$ cat src/rtl/vout_mosaic_reader_if.sv
// vout_mosaic_reader_if
//   FIFO-side bus of the mosaic reader: one 16-bit YUV422 word, one empty
//   flag and one read strobe per channel.
//   Ports (signals):
//     ch_q      [16*CH_NUM] FIFO read data, channel k at [16k+15:16k]
//     ch_empty  [CH_NUM]    FIFO empty flags
//     ch_rd_req [CH_NUM]    FIFO read strobes (q valid one cycle later)
//   Modports: master = reader side, slave = FIFO side.
interface vout_mosaic_reader_if #(
    parameter int CH_NUM = 4
);
    logic [16*CH_NUM-1:0] ch_q;
    logic [CH_NUM-1:0]    ch_empty;
    logic [CH_NUM-1:0]    ch_rd_req;

    modport master (output ch_rd_req, input ch_q, input ch_empty);
    modport slave  (input ch_rd_req, output ch_q, output ch_empty);
endinterface

$ cat src/rtl/vout_mosaic_reader.sv
// vout_mosaic_reader
//   Multi-channel output compositor. The raster is tiled as COLS x ROWS;
//   for each requested pixel the FIFO of the tile under the raster position
//   is read and its YUV422 word expanded to YUV444. Also generates the
//   per-frame FIFO clear pulse and sticky per-channel underflow flags.
//   Optional feature macro: MOSAIC_BORDER_EN (draw BORDER_COLOR on the
//   first column / first line of every tile; FIFOs are still read).
//   Ports:
//     pixel_clk, rst        clock, synchronous active-high reset
//     vs                    vertical sync (active high)
//     pixel_rd_req          pixel request from timing generator
//     tile_width/height     tile size (width even, >=2; height >=1)
//     fifo                  FIFO bus (ch_q, ch_empty, ch_rd_req)
//     frame_flag            1-cycle pulse 2 cycles after vs rises
//     pixel_ycbcr, pixel_de output pixel, valid 2 cycles after request
//     underflow             sticky starvation flags, cleared per frame
module vout_mosaic_reader #(
    parameter int          COLS         = 2,
    parameter int          ROWS         = 2,
    parameter logic [23:0] BG_COLOR     = 24'h108080,
    parameter logic [23:0] BORDER_COLOR = 24'hEB8080
) (
    input  logic                   pixel_clk,
    input  logic                   rst,
    input  logic                   vs,
    input  logic                   pixel_rd_req,
    input  logic [11:0]            tile_width,
    input  logic [11:0]            tile_height,
    vout_mosaic_reader_if.master   fifo,
    output logic                   frame_flag,
    output logic [23:0]            pixel_ycbcr,
    output logic                   pixel_de,
    output logic [COLS*ROWS-1:0]   underflow
);
    localparam int          CH_NUM = COLS * ROWS;
    localparam int          SEL_W  = (CH_NUM > 1) ? $clog2(CH_NUM) : 1;
    localparam logic [2:0]  COLS_L = 3'(COLS);
    localparam logic [2:0]  ROWS_L = 3'(ROWS);

    logic              r_vs_d0, r_vs_d1, r_frame_flag, r_req_d;
    logic [11:0]       r_tile_x, r_tile_y;
    logic [2:0]        r_col, r_row;
    logic [CH_NUM-1:0] r_underflow;
    logic [SEL_W-1:0]  r_s1_sel;
    logic              r_s1_bg, r_s1_phase, r_s1_start, r_s1_border;
    logic [2:1]        r_vld_pipe;
    logic [23:0]       r_pixel;
    logic [7:0]        r_cb_hold, r_cr_hold;

    // Position of the pixel being requested this cycle. A concurrent
    // frame_flag forces it to (0,0).
    logic [11:0]       w_tx, w_ty;
    logic [2:0]        w_col, w_row;
    logic [5:0]        w_sel_full;
    logic [SEL_W-1:0]  w_sel;
    logic [CH_NUM-1:0] w_onehot;
    logic              w_in_grid, w_empty_sel, w_hit, w_rd, w_under, w_border;
    logic              w_x_wrap, w_y_wrap;
    logic [11:0]       w_tx_nxt;
    logic [2:0]        w_col_nxt;
    logic [15:0]       w_word;
    logic [23:0]       w_pix;
    logic [7:0]        w_cb_nxt, w_cr_nxt;

    assign w_tx  = r_frame_flag ? 12'd0 : r_tile_x;
    assign w_ty  = r_frame_flag ? 12'd0 : r_tile_y;
    assign w_col = r_frame_flag ? 3'd0  : r_col;
    assign w_row = r_frame_flag ? 3'd0  : r_row;

    assign w_in_grid  = (w_col < COLS_L) && (w_row < ROWS_L);
    assign w_sel_full = 6'(w_row) * 6'(COLS) + 6'(w_col);
    assign w_sel      = w_sel_full[SEL_W-1:0];

    always_comb begin
        w_onehot = '0;
        for (int k = 0; k < CH_NUM; k++) w_onehot[k] = (w_sel == SEL_W'(k));
    end

    assign w_empty_sel = |(w_onehot & fifo.ch_empty);
    assign w_hit       = pixel_rd_req & ~rst & w_in_grid;
    assign w_rd        = w_hit & ~w_empty_sel;
    assign w_under     = w_hit & w_empty_sel;
    assign fifo.ch_rd_req = w_rd ? w_onehot : '0;

`ifdef MOSAIC_BORDER_EN
    assign w_border = w_in_grid & ((w_tx == 12'd0) | (w_ty == 12'd0));
`else
    assign w_border = 1'b0;
`endif

    // Compare-and-increment position tracking; col/row saturate at the
    // grid size so everything right of / below the grid reads as outside.
    assign w_x_wrap  = (w_tx == tile_width - 12'd1);
    assign w_tx_nxt  = w_x_wrap ? 12'd0 : w_tx + 12'd1;
    assign w_col_nxt = (w_x_wrap && w_col != COLS_L) ? 3'(w_col + 3'd1) : w_col;
    assign w_y_wrap  = (r_tile_y == tile_height - 12'd1);

    // Stage 2: FIFO word arrives one cycle after the strobe.
    assign w_word = fifo.ch_q[{r_s1_sel, 4'b0000} +: 16];

    always_comb begin
        w_pix    = BG_COLOR;
        w_cb_nxt = r_cb_hold;
        w_cr_nxt = r_cr_hold;
        if (r_vld_pipe[1] && !r_s1_bg) begin
            if (!r_s1_phase) begin
                // Even pixel carries Cb; at tile start the previous tile's
                // Cr must not leak in, so neutral chroma is used.
                w_pix    = {w_word[15:8], w_word[7:0], r_s1_start ? 8'h80 : r_cr_hold};
                w_cb_nxt = w_word[7:0];
                if (r_s1_start) w_cr_nxt = 8'h80;
            end else begin
                w_pix    = {w_word[15:8], r_cb_hold, w_word[7:0]};
                w_cr_nxt = w_word[7:0];
            end
        end
        if (r_vld_pipe[1] && r_s1_border) w_pix = BORDER_COLOR;
    end

    always_ff @(posedge pixel_clk) begin
        if (rst) begin
            r_vs_d0      <= 1'b0;
            r_vs_d1      <= 1'b0;
            r_frame_flag <= 1'b0;
            r_req_d      <= 1'b0;
            r_tile_x     <= '0;
            r_tile_y     <= '0;
            r_col        <= '0;
            r_row        <= '0;
            r_underflow  <= '0;
            r_s1_sel     <= '0;
            r_s1_bg      <= 1'b1;
            r_s1_phase   <= 1'b0;
            r_s1_start   <= 1'b0;
            r_s1_border  <= 1'b0;
            r_vld_pipe   <= '0;
            r_pixel      <= BG_COLOR;
            r_cb_hold    <= 8'h00;
            r_cr_hold    <= 8'h80;
        end else begin
            r_vs_d0      <= vs;
            r_vs_d1      <= r_vs_d0;
            r_frame_flag <= r_vs_d0 & ~r_vs_d1;
            r_req_d      <= pixel_rd_req;

            if (pixel_rd_req) begin
                r_tile_x <= w_tx_nxt;
                r_col    <= w_col_nxt;
                r_tile_y <= w_ty;
                r_row    <= w_row;
            end else if (r_frame_flag) begin
                r_tile_x <= '0;
                r_col    <= '0;
                r_tile_y <= '0;
                r_row    <= '0;
            end else if (r_req_d) begin
                // End of line.
                r_tile_x <= '0;
                r_col    <= '0;
                r_tile_y <= w_y_wrap ? 12'd0 : r_tile_y + 12'd1;
                if (w_y_wrap && r_row != ROWS_L) r_row <= 3'(r_row + 3'd1);
            end

            r_underflow <= (r_frame_flag ? '0 : r_underflow) | (w_under ? w_onehot : '0);

            r_s1_sel    <= w_sel;
            r_s1_bg     <= ~w_in_grid | w_empty_sel;
            r_s1_phase  <= w_tx[0];
            r_s1_start  <= (w_tx == 12'd0);
            r_s1_border <= w_border;
            r_vld_pipe  <= {r_vld_pipe[1], pixel_rd_req};

            r_pixel   <= w_pix;
            r_cb_hold <= w_cb_nxt;
            r_cr_hold <= w_cr_nxt;
        end
    end

    assign frame_flag  = r_frame_flag;
    assign pixel_ycbcr = r_pixel;
    assign pixel_de    = r_vld_pipe[2];
    assign underflow   = r_underflow;
endmodule

$ cat src/flat_wrapper.sv
// flat-port wrapper written by rule: the top's interface ports become plain ports
module vout_mosaic_reader_flat 
#(
    parameter int          COLS         = 2,
    parameter int          ROWS         = 2,
    parameter logic [23:0] BG_COLOR     = 24'h108080,
    parameter logic [23:0] BORDER_COLOR = 24'hEB8080
)
  (pixel_clk, rst, vs, pixel_rd_req, tile_width, tile_height, frame_flag, pixel_ycbcr, pixel_de, underflow, fifo_ch_rd_req, fifo_ch_q, fifo_ch_empty);
  vout_mosaic_reader_if fifo_i ();
  input  logic pixel_clk;
  input  logic rst;
  input  logic vs;
  input  logic pixel_rd_req;
  input  logic [11:0] tile_width;
  input  logic [11:0] tile_height;
  output logic frame_flag;
  output logic [23:0] pixel_ycbcr;
  output logic pixel_de;
  output logic [COLS*ROWS-1:0] underflow;
  output wire logic [$bits(fifo_i.ch_rd_req)-1:0] fifo_ch_rd_req;
  input wire logic [$bits(fifo_i.ch_q)-1:0] fifo_ch_q;
  input wire logic [$bits(fifo_i.ch_empty)-1:0] fifo_ch_empty;
  assign fifo_ch_rd_req = fifo_i.ch_rd_req;
  assign fifo_i.ch_q = fifo_ch_q;
  assign fifo_i.ch_empty = fifo_ch_empty;
  vout_mosaic_reader #(.COLS(COLS), .ROWS(ROWS), .BG_COLOR(BG_COLOR), .BORDER_COLOR(BORDER_COLOR)) u_core (.pixel_clk(pixel_clk), .rst(rst), .vs(vs), .pixel_rd_req(pixel_rd_req), .tile_width(tile_width), .tile_height(tile_height), .fifo(fifo_i), .frame_flag(frame_flag), .pixel_ycbcr(pixel_ycbcr), .pixel_de(pixel_de), .underflow(underflow));
endmodule
$ cat config.mk
export PLATFORM = sky130hd
export DESIGN_NAME = vout_mosaic_reader_flat
export DESIGN_NICKNAME = d
export VERILOG_FILES = /design/src/rtl/vout_mosaic_reader_if.sv /design/src/rtl/vout_mosaic_reader.sv /design/src/flat_wrapper.sv
export SDC_FILE = /design/constraint.sdc
export NUM_CORES = 1
export LEC_CHECK = 0
export ABC_AREA = 1
export CORE_ASPECT_RATIO = 0.5
export CORE_MARGIN = 5
export CORE_UTILIZATION = 45
export CTS_CLUSTER_DIAMETER = 120
export DETAILED_ROUTE_END_ITERATION = 12
export DONT_BUFFER_PORTS = 1
export GPL_ROUTABILITY_DRIVEN = 0
export SYNTH_ARGS = -nofsm -noshare
export SYNTH_HDL_FRONTEND = slang
export SYNTH_SLANG_ARGS = --single-unit
export TNS_END_PERCENT = 5
$ cat constraint.sdc
create_clock -name pixel_clk -period 2.6 [get_ports pixel_clk]
set_clock_uncertainty 0.2 [all_clocks]
set_input_delay 0.39 -clock pixel_clk [delete_from_list [all_inputs] [get_ports pixel_clk]]
set_output_delay 0.39 -clock pixel_clk [all_outputs]
set_load 0.02 [all_outputs]
==> impl_results.md, run 1 <==
- CTS Buf Count: 9
- DR vias/cell: 5.21
- Via count: 4,814
- Average cell area after synthesis: 6.60 µm²
- RSZ-0062 raised after global routing: true
- Root Driver: clkbuf_16
- Area Growth Syn to Fin: 13.1%
- First-pass GRT wire length: 21.7 mm
- Power per cell area: around 500 mW/mm²
- Number of antenna violations at the first check in global routing: 0
- Buffer and inverter count on the worst path: 3
- Metal2 WL: around 5.8 mm
- # rows: 27
- Hold Violations, Final: 0
- Drt total wl: 13.0 mm
- Worst min-delay path class: primary input to register
- Placed Area: 0.00520 mm²
- Tmin final: 2500 ps
- Fin util: 51.8%
- Status: finished clean
- Pre-CTS setup slack: 207 ps
- Synthesized net count: 865
- Clock slew at reported path FFs: 70 ps
- WL met3: around 900 µm
- Crit end category: primary output
- DR DRC count: 0
- Die area: 0.0135 mm²
- M1 wire length: 6.16 mm
- Clk_lat worst skew: between 300 and 400 ps
- Crit path cell chain: buf_12, nor2_4, inv_4, nor2_2, a22oi_2, nand2_1, a21oi_2, nand3_2, nor3_2, buf_4
- Worst Path Max Fanout: 7
- Detailed router's first-iteration violation count: 289
- Clk buf depth: 2
- Uppermost routed layer: met4
- CTS tree: yes
- Seq/Total Area, Yosys: 33.5%
- Final Cycle Share: 96.2%
- Total GRT Usage: a little under a fifth
- H-tree depth: 3
- Slowest cell on the critical path: dfxtp_4
- Clk sinks: 84
- CP Launch Type: register
- Largest net degree at the start of global routing: 33
- Synthesized cell area: ~0.0050 mm²
- Port bufs: 0
- Final nets: approximately 880
- Average wire per standard cell: 14.1 µm
- Post-Syn Instances: 760
- Worst EP arrival: between 1500 and 2000 ps
- Final HPWL DP: between 9 and 10 mm
- Post-route ant nets: 0
- CP Class: register to primary output
- Tot Pwr: 2.83 mW
- Total grt overflow: 0
- Layout cell share with drive strength beyond 1: 13.1%
- Setup WS post-layout: 98.0 ps
- I/O pin cnt: 130
- Count of state elements after synthesis: 84
- Number of global-route vias before repair: 4,475
- Distinct cell type count after synthesis: 42
- Final setup fails: 0
- Max Slew Vio Count: 0
- Lkg Pwr: about 2.4 nW
- F_max: approximately 400 MHz
- Placed Cells incl. Taps: 896
- YS warnings: 0
- Slew @ Worst Pin: 930 ps
- Placeable Area: 0.0109 mm²
- Die width: 159 µm
- Crit path largest cell delay: 380 ps
- Max_cap viols: 0
- Die height: 84.6 µm
- Final instance area: 0.00567 mm²
- Initial Util: 45.8%
- Post-Layout Cell Count: just over 900
- Maximum VDD drop: 300 µV
- Relative slew slack: roughly 38%
- Diode count: 0
- DRT Pass-1 Iters: 5
- Top delay family on crit path: simple AND/OR/NAND/NOR gates
- WP data required: 2010 ps
==> synthesized netlist by cell type, drive strengths merged <==
library cell / count / area (µm²)
and2: 1 / 6.26
clkbuf: 17 / 63.8
o311ai: 1 / 8.76
ha: 9 / 113
o2111ai: 1 / 8.76
xnor2: 7 / 61.3
nand2: 187 / 717
or2: 4 / 25.0
inv: 89 / 334
o22ai: 6 / 37.5
o21bai: 4 / 30.0
o211ai: 2 / 15.0
buf: 8 / 47.5
a32o: 8 / 80.1
nor4: 3 / 25.0
a21oi: 58 / 294
nand4: 15 / 93.8
xor2: 17 / 149
a211oi: 7 / 52.6
o21ai: 44 / 220
a22oi: 1 / 7.51
dfxtp: 84 / 1680
nor3: 14 / 101
a31o: 7 / 61.3
nand3b: 3 / 22.5
nor2: 96 / 413
nand3: 67 / 345
==> cell type report <==
type                       count  area (µm²)
clock buffer                  10         229
multi-input combinational    562        2920
fill                        1113        5270
inverter                      89         344
tap                          145         181
timing repair buffer          28         256
sequential                    84        1690
clock inverter                 6        47.5
==> through the flow <==
step | hold slack [ps] | TNS, ps
2_1_floorplan | 173 | 0
3_3_place_gp | 175 | 0
3_5_place_dp | 177 | 0
4_1_cts | 38.9 | 0
5_1_grt | 42.0 | -19.0
6_report | 50.8 | 0
==> power by group <==
group / total [mW] / switching, mW / leakage, nW / internal [mW]
Sequential: 1.34 / 0.0282 / 0.682 / 1.31
Clock: 1.19 / 0.532 / 0.133 / 0.656
Combinational: 0.305 / 0.188 / 1.57 / 0.118
==> worst reg2reg max path: cells and delay by family (launching register included) <==
kind            cells  cell delay, ps
simple gates        7            1000
compound gates      1              80
buf+inv             3             450
flops               1             360
==> repair_timing <==
action / CTS / global route
resized for setup: 9 / 14
pin swaps: 1 / 6
buffers inserted: 1 / 8
endpoints found under the hold margin: 22 / 0
hold buffers: 2 / 0
cloned: 1 / 0
setup endpoints to repair: 4 / 4
==> path summary, 6_finish.rpt <==
kind / slack (ps) / to / from / cells after the start
setup / recovery: 100 / fifo_ch_rd_req[0] / u_core.frame_flag$_SDFF_PP0_ / 10
hold / removal: 50 / u_core.pixel_ycbcr[21]$_SDFF_PP0_ / fifo_ch_q[61] / 2
setup reg to reg: 390 / u_core.r_tile_x[0]$_SDFFE_PP0P_ / u_core.frame_flag$_SDFF_PP0_ / 11
hold reg to reg: 180 / u_core.frame_flag$_SDFF_PP0_ / u_core.r_vs_d1$_SDFF_PP0_ / 1
==> placed cells by master, fill, tap and decap left out, types with 7 or more instances in the layout <==
cell       synthesis  final
clkbuf_16          0      9
nor2_2             9     10
nand2_1          183    181
a31o_2             7      7
nor3_1             9      8
xnor2_1            7      7
nand4_1           15     15
a211oi_1           7      7
nand3_1           65     65
a32o_1             8      8
o21ai_0           38     38
nor2_1            83     82
a21oi_1           57     57
ha_1               9      9
buf_4              1     23
inv_2             15     13
dfxtp_1           84     81
inv_1             74     72
xor2_1            17     17
==> registers in the layout, indices dropped and copies added (netlist names), 2 cells and up <==
name	flops
u_core.pixel_ycbcr	24
u_core.r_tile_x	12
u_core.r_tile_y	12
u_core.r_cb_hold	8
u_core.r_cr_hold	8
u_core.underflow	4
u_core.r_col	3
u_core.r_row	3
u_core.r_s1_sel	2
u_core.r_vld_pipe	2
==> routing by layer <==
| layer | vias up | track usage [%] |
|---|---|---|
| met5 | - | 0 |
| met4 | 0 | 4.72 |
| met3 | 9 | 5.25 |
| met2 | 144 | 30.8 |
| met1 | 2132 | 25.4 |
| li1 | 2529 | - |
==> kinds of logic (layout without fill, tap and decap cells) <==
logic type               after synthesis  after routing  synth area share, %
AO/OA/AOI/OAI                        139            139                 16.3
buffers and inverters                114            133                 8.88
flip-flops                            84             84                 33.5
XOR/XNOR                              24             24                 4.19
AND/OR/NAND/NOR                      390            390                 34.9
adder cells (fa/ha/maj)                9              9                 2.25
Note: power is estimated with default switching activity, not from simulation.
==> inputs of run 2 (changes only) <==
SETUP_SLACK_MARGIN = 0.5   (was default)
==> run 2 against run 1 <==
- cell count down 0.32%
- largest cell class unchanged
- hold slack worse by 1.7 ps
- cell area up 1.6%
- largest power group is now the clock network
- first-iteration DRC count down 5.2%
- global-route usage up 0.54 points
- highest routed layer is now met5
- die area unchanged
- combinational power about the same
- wire length up 0.52%
==> impl_results.md, run 2 (same netlist as run 1, synthesis figures left out) <==
- Switching power: 0.753 mW
- Lkg Pwr: 2.44 nW
- Final HPWL DP: 10.1 mm
- Commonest cells after routing, fill and taps aside: nand2_1, dfxtp_1, nor2_1
- Slew @ Worst Pin: 886 ps
- Root Driver: clkbuf_16
- CTS tree: yes
- DRT Pass-1 Iters: 5
- Final nets: 876
- F_max: 404 MHz
- Area Growth Syn to Fin: 15.0%
- Sw Ratio: 24.7%
- CTS Buf Count: 9
- RSZ-0062 raised after global routing: true
- DR vias/cell: 5.27
- Number of global-route vias before repair: 4,438
- Die height: 84.6 µm
- Max_cap viols: 0
- Sequential power share: a little over two fifths
- First-pass GRT wire length: between 20 and 25 mm
- Worst Setup SP: u_core.frame_flag$_SDFF_PP0_
- Placeable Area: roughly 0.011 mm²
- CP Launch Type: register
- Layout cell share with drive strength beyond 1: 14.7%
- Status: finished clean
- Diode count: 0
- Post-route ant nets: 0
- Clk buf depth: 2
- Worst Path Max Fanout: 6
- Relative slew slack: 40.7%
- Power per cell area: 528 mW/mm²
- Die area: 0.0135 mm²
- Combinational power share: 10.0%
- Worst R2R Start: u_core.frame_flag$_SDFF_PP0_
- Maximum VDD drop: between 300 and 400 µV
- Clock slew at reported path FFs: approximately 60 ps
- Via count: slightly below 5,000
- Hold Violations, Final: 0
- Final setup fails: 0
- DR DRC count: 0
- Max Slew Vio Count: 0
- Largest net degree at the start of global routing: 33
- Hold path startpoint: fifo_ch_q[62]
- Detailed router's first-iteration violation count: 274
- Port bufs: 0
- Die width: 159 µm
- Worst EP arrival: 1890 ps
- H-tree depth: 3
- Clk_lat worst skew: 340 ps
- Number of antenna violations at the first check in global routing: 1
- Placed Cells incl. Taps: 894
- Tmin final: 2480 ps
- Final Cycle Share: 95.3%
- Tot Pwr: approximately 3.0 mW
- Commonest non-fill, non-tap cell in the layout: nand2_1
- Worst min-delay path class: primary input to register
- CP Class: register to primary output
- Initial Util: between 40% and 50%
- # rows: 27
- I/O pin cnt: 130
- Post-Layout Cell Count: 921
- Max reg flops: 24
- Total grt overflow: 0
- WP data required: between 2000 and 2500 ps
- Clock share of power: about 46%
- Total GRT Usage: 19.6%
- Drt total wl: around 13 mm
- Average wire per standard cell: 14.2 µm
- P_int: ~2.3 mW
- Crit end category: primary output
- Clk sinks: 84
[run 2: stage by stage]
stage                     setup TNS (ps)  utilization, %  instance area (µm²)  hold WS, ps  setup WS, ps
after floorplan                        0               -                 5080          163           339
after global placement                 0            48.0                 5250          173           269
after detailed placement               0            48.0                 5250          174           231
after CTS                              0            52.0                 5690         38.0          29.5
after global routing               -43.2            52.7                 5770         49.8         -20.7
final                                  0            52.7                 5770         49.1           123
[run 2: worst paths after layout]
path	cells after the start	end	slack, ps
min reg2reg	1	u_core.frame_flag$_SDFF_PP0_	180
max	10	fifo_ch_rd_req[3]	120
max reg2reg	14	u_core.r_tile_x[10]$_SDFFE_PP0P_	410
min	2	u_core.pixel_ycbcr[22]$_SDFF_PP0_	50
[run 2: routing by layer]
metal / up-vias / share of wire (%) / track usage (%)
met3: 10 / 6.2 / 6.42
li1: 2528 / - / -
met1: 2183 / 47 / 25.1
met4: 2 / 0.73 / 4.33
met5: - / 0.053 / 0
met2: 127 / 46 / 32.3
[run 2: what timing repair did]
item | in CTS | in global routing
endpoints found under the hold margin | 22 | 0
setup buffers | 9 | 0
gates cloned | 0 | 0
gates resized for setup | 8 | 20
setup endpoints to repair | 16 | 28
hold buffers | 2 | 0
pin swaps | 5 | 3
[run 2: critical path, stage by stage (launching register included)]
cell	delay [ps]
dfxtp_4	450
inv_8	50
nand3_4	100
inv_6	50
nand2_4	60
inv_2	30
a22oi_1	130
nand2_1	110
a21oi_4	170
nand3_4	140
nor3_4	250
[run 2: final cells by class]
class,count,area [µm²]
clock buffers,12,278
fillers,1094,5180
well taps,145,181
clock inverters,4,61.3
repair buffers,25,196
flip-flops and latches,84,1690
multi-input cells,562,3000
inverters,89,355
[run 2: power groups by stage]
stage	clock network (mW)	logic, mW	registers, mW
final	1.40	0.304	1.34
after global routing	1.50	0.347	1.34
after CTS	1.44	0.301	1.34
after detailed placement	0	0.279	1.37
after global placement	0	0.275	1.37
after floorplan	0	0.230	1.36
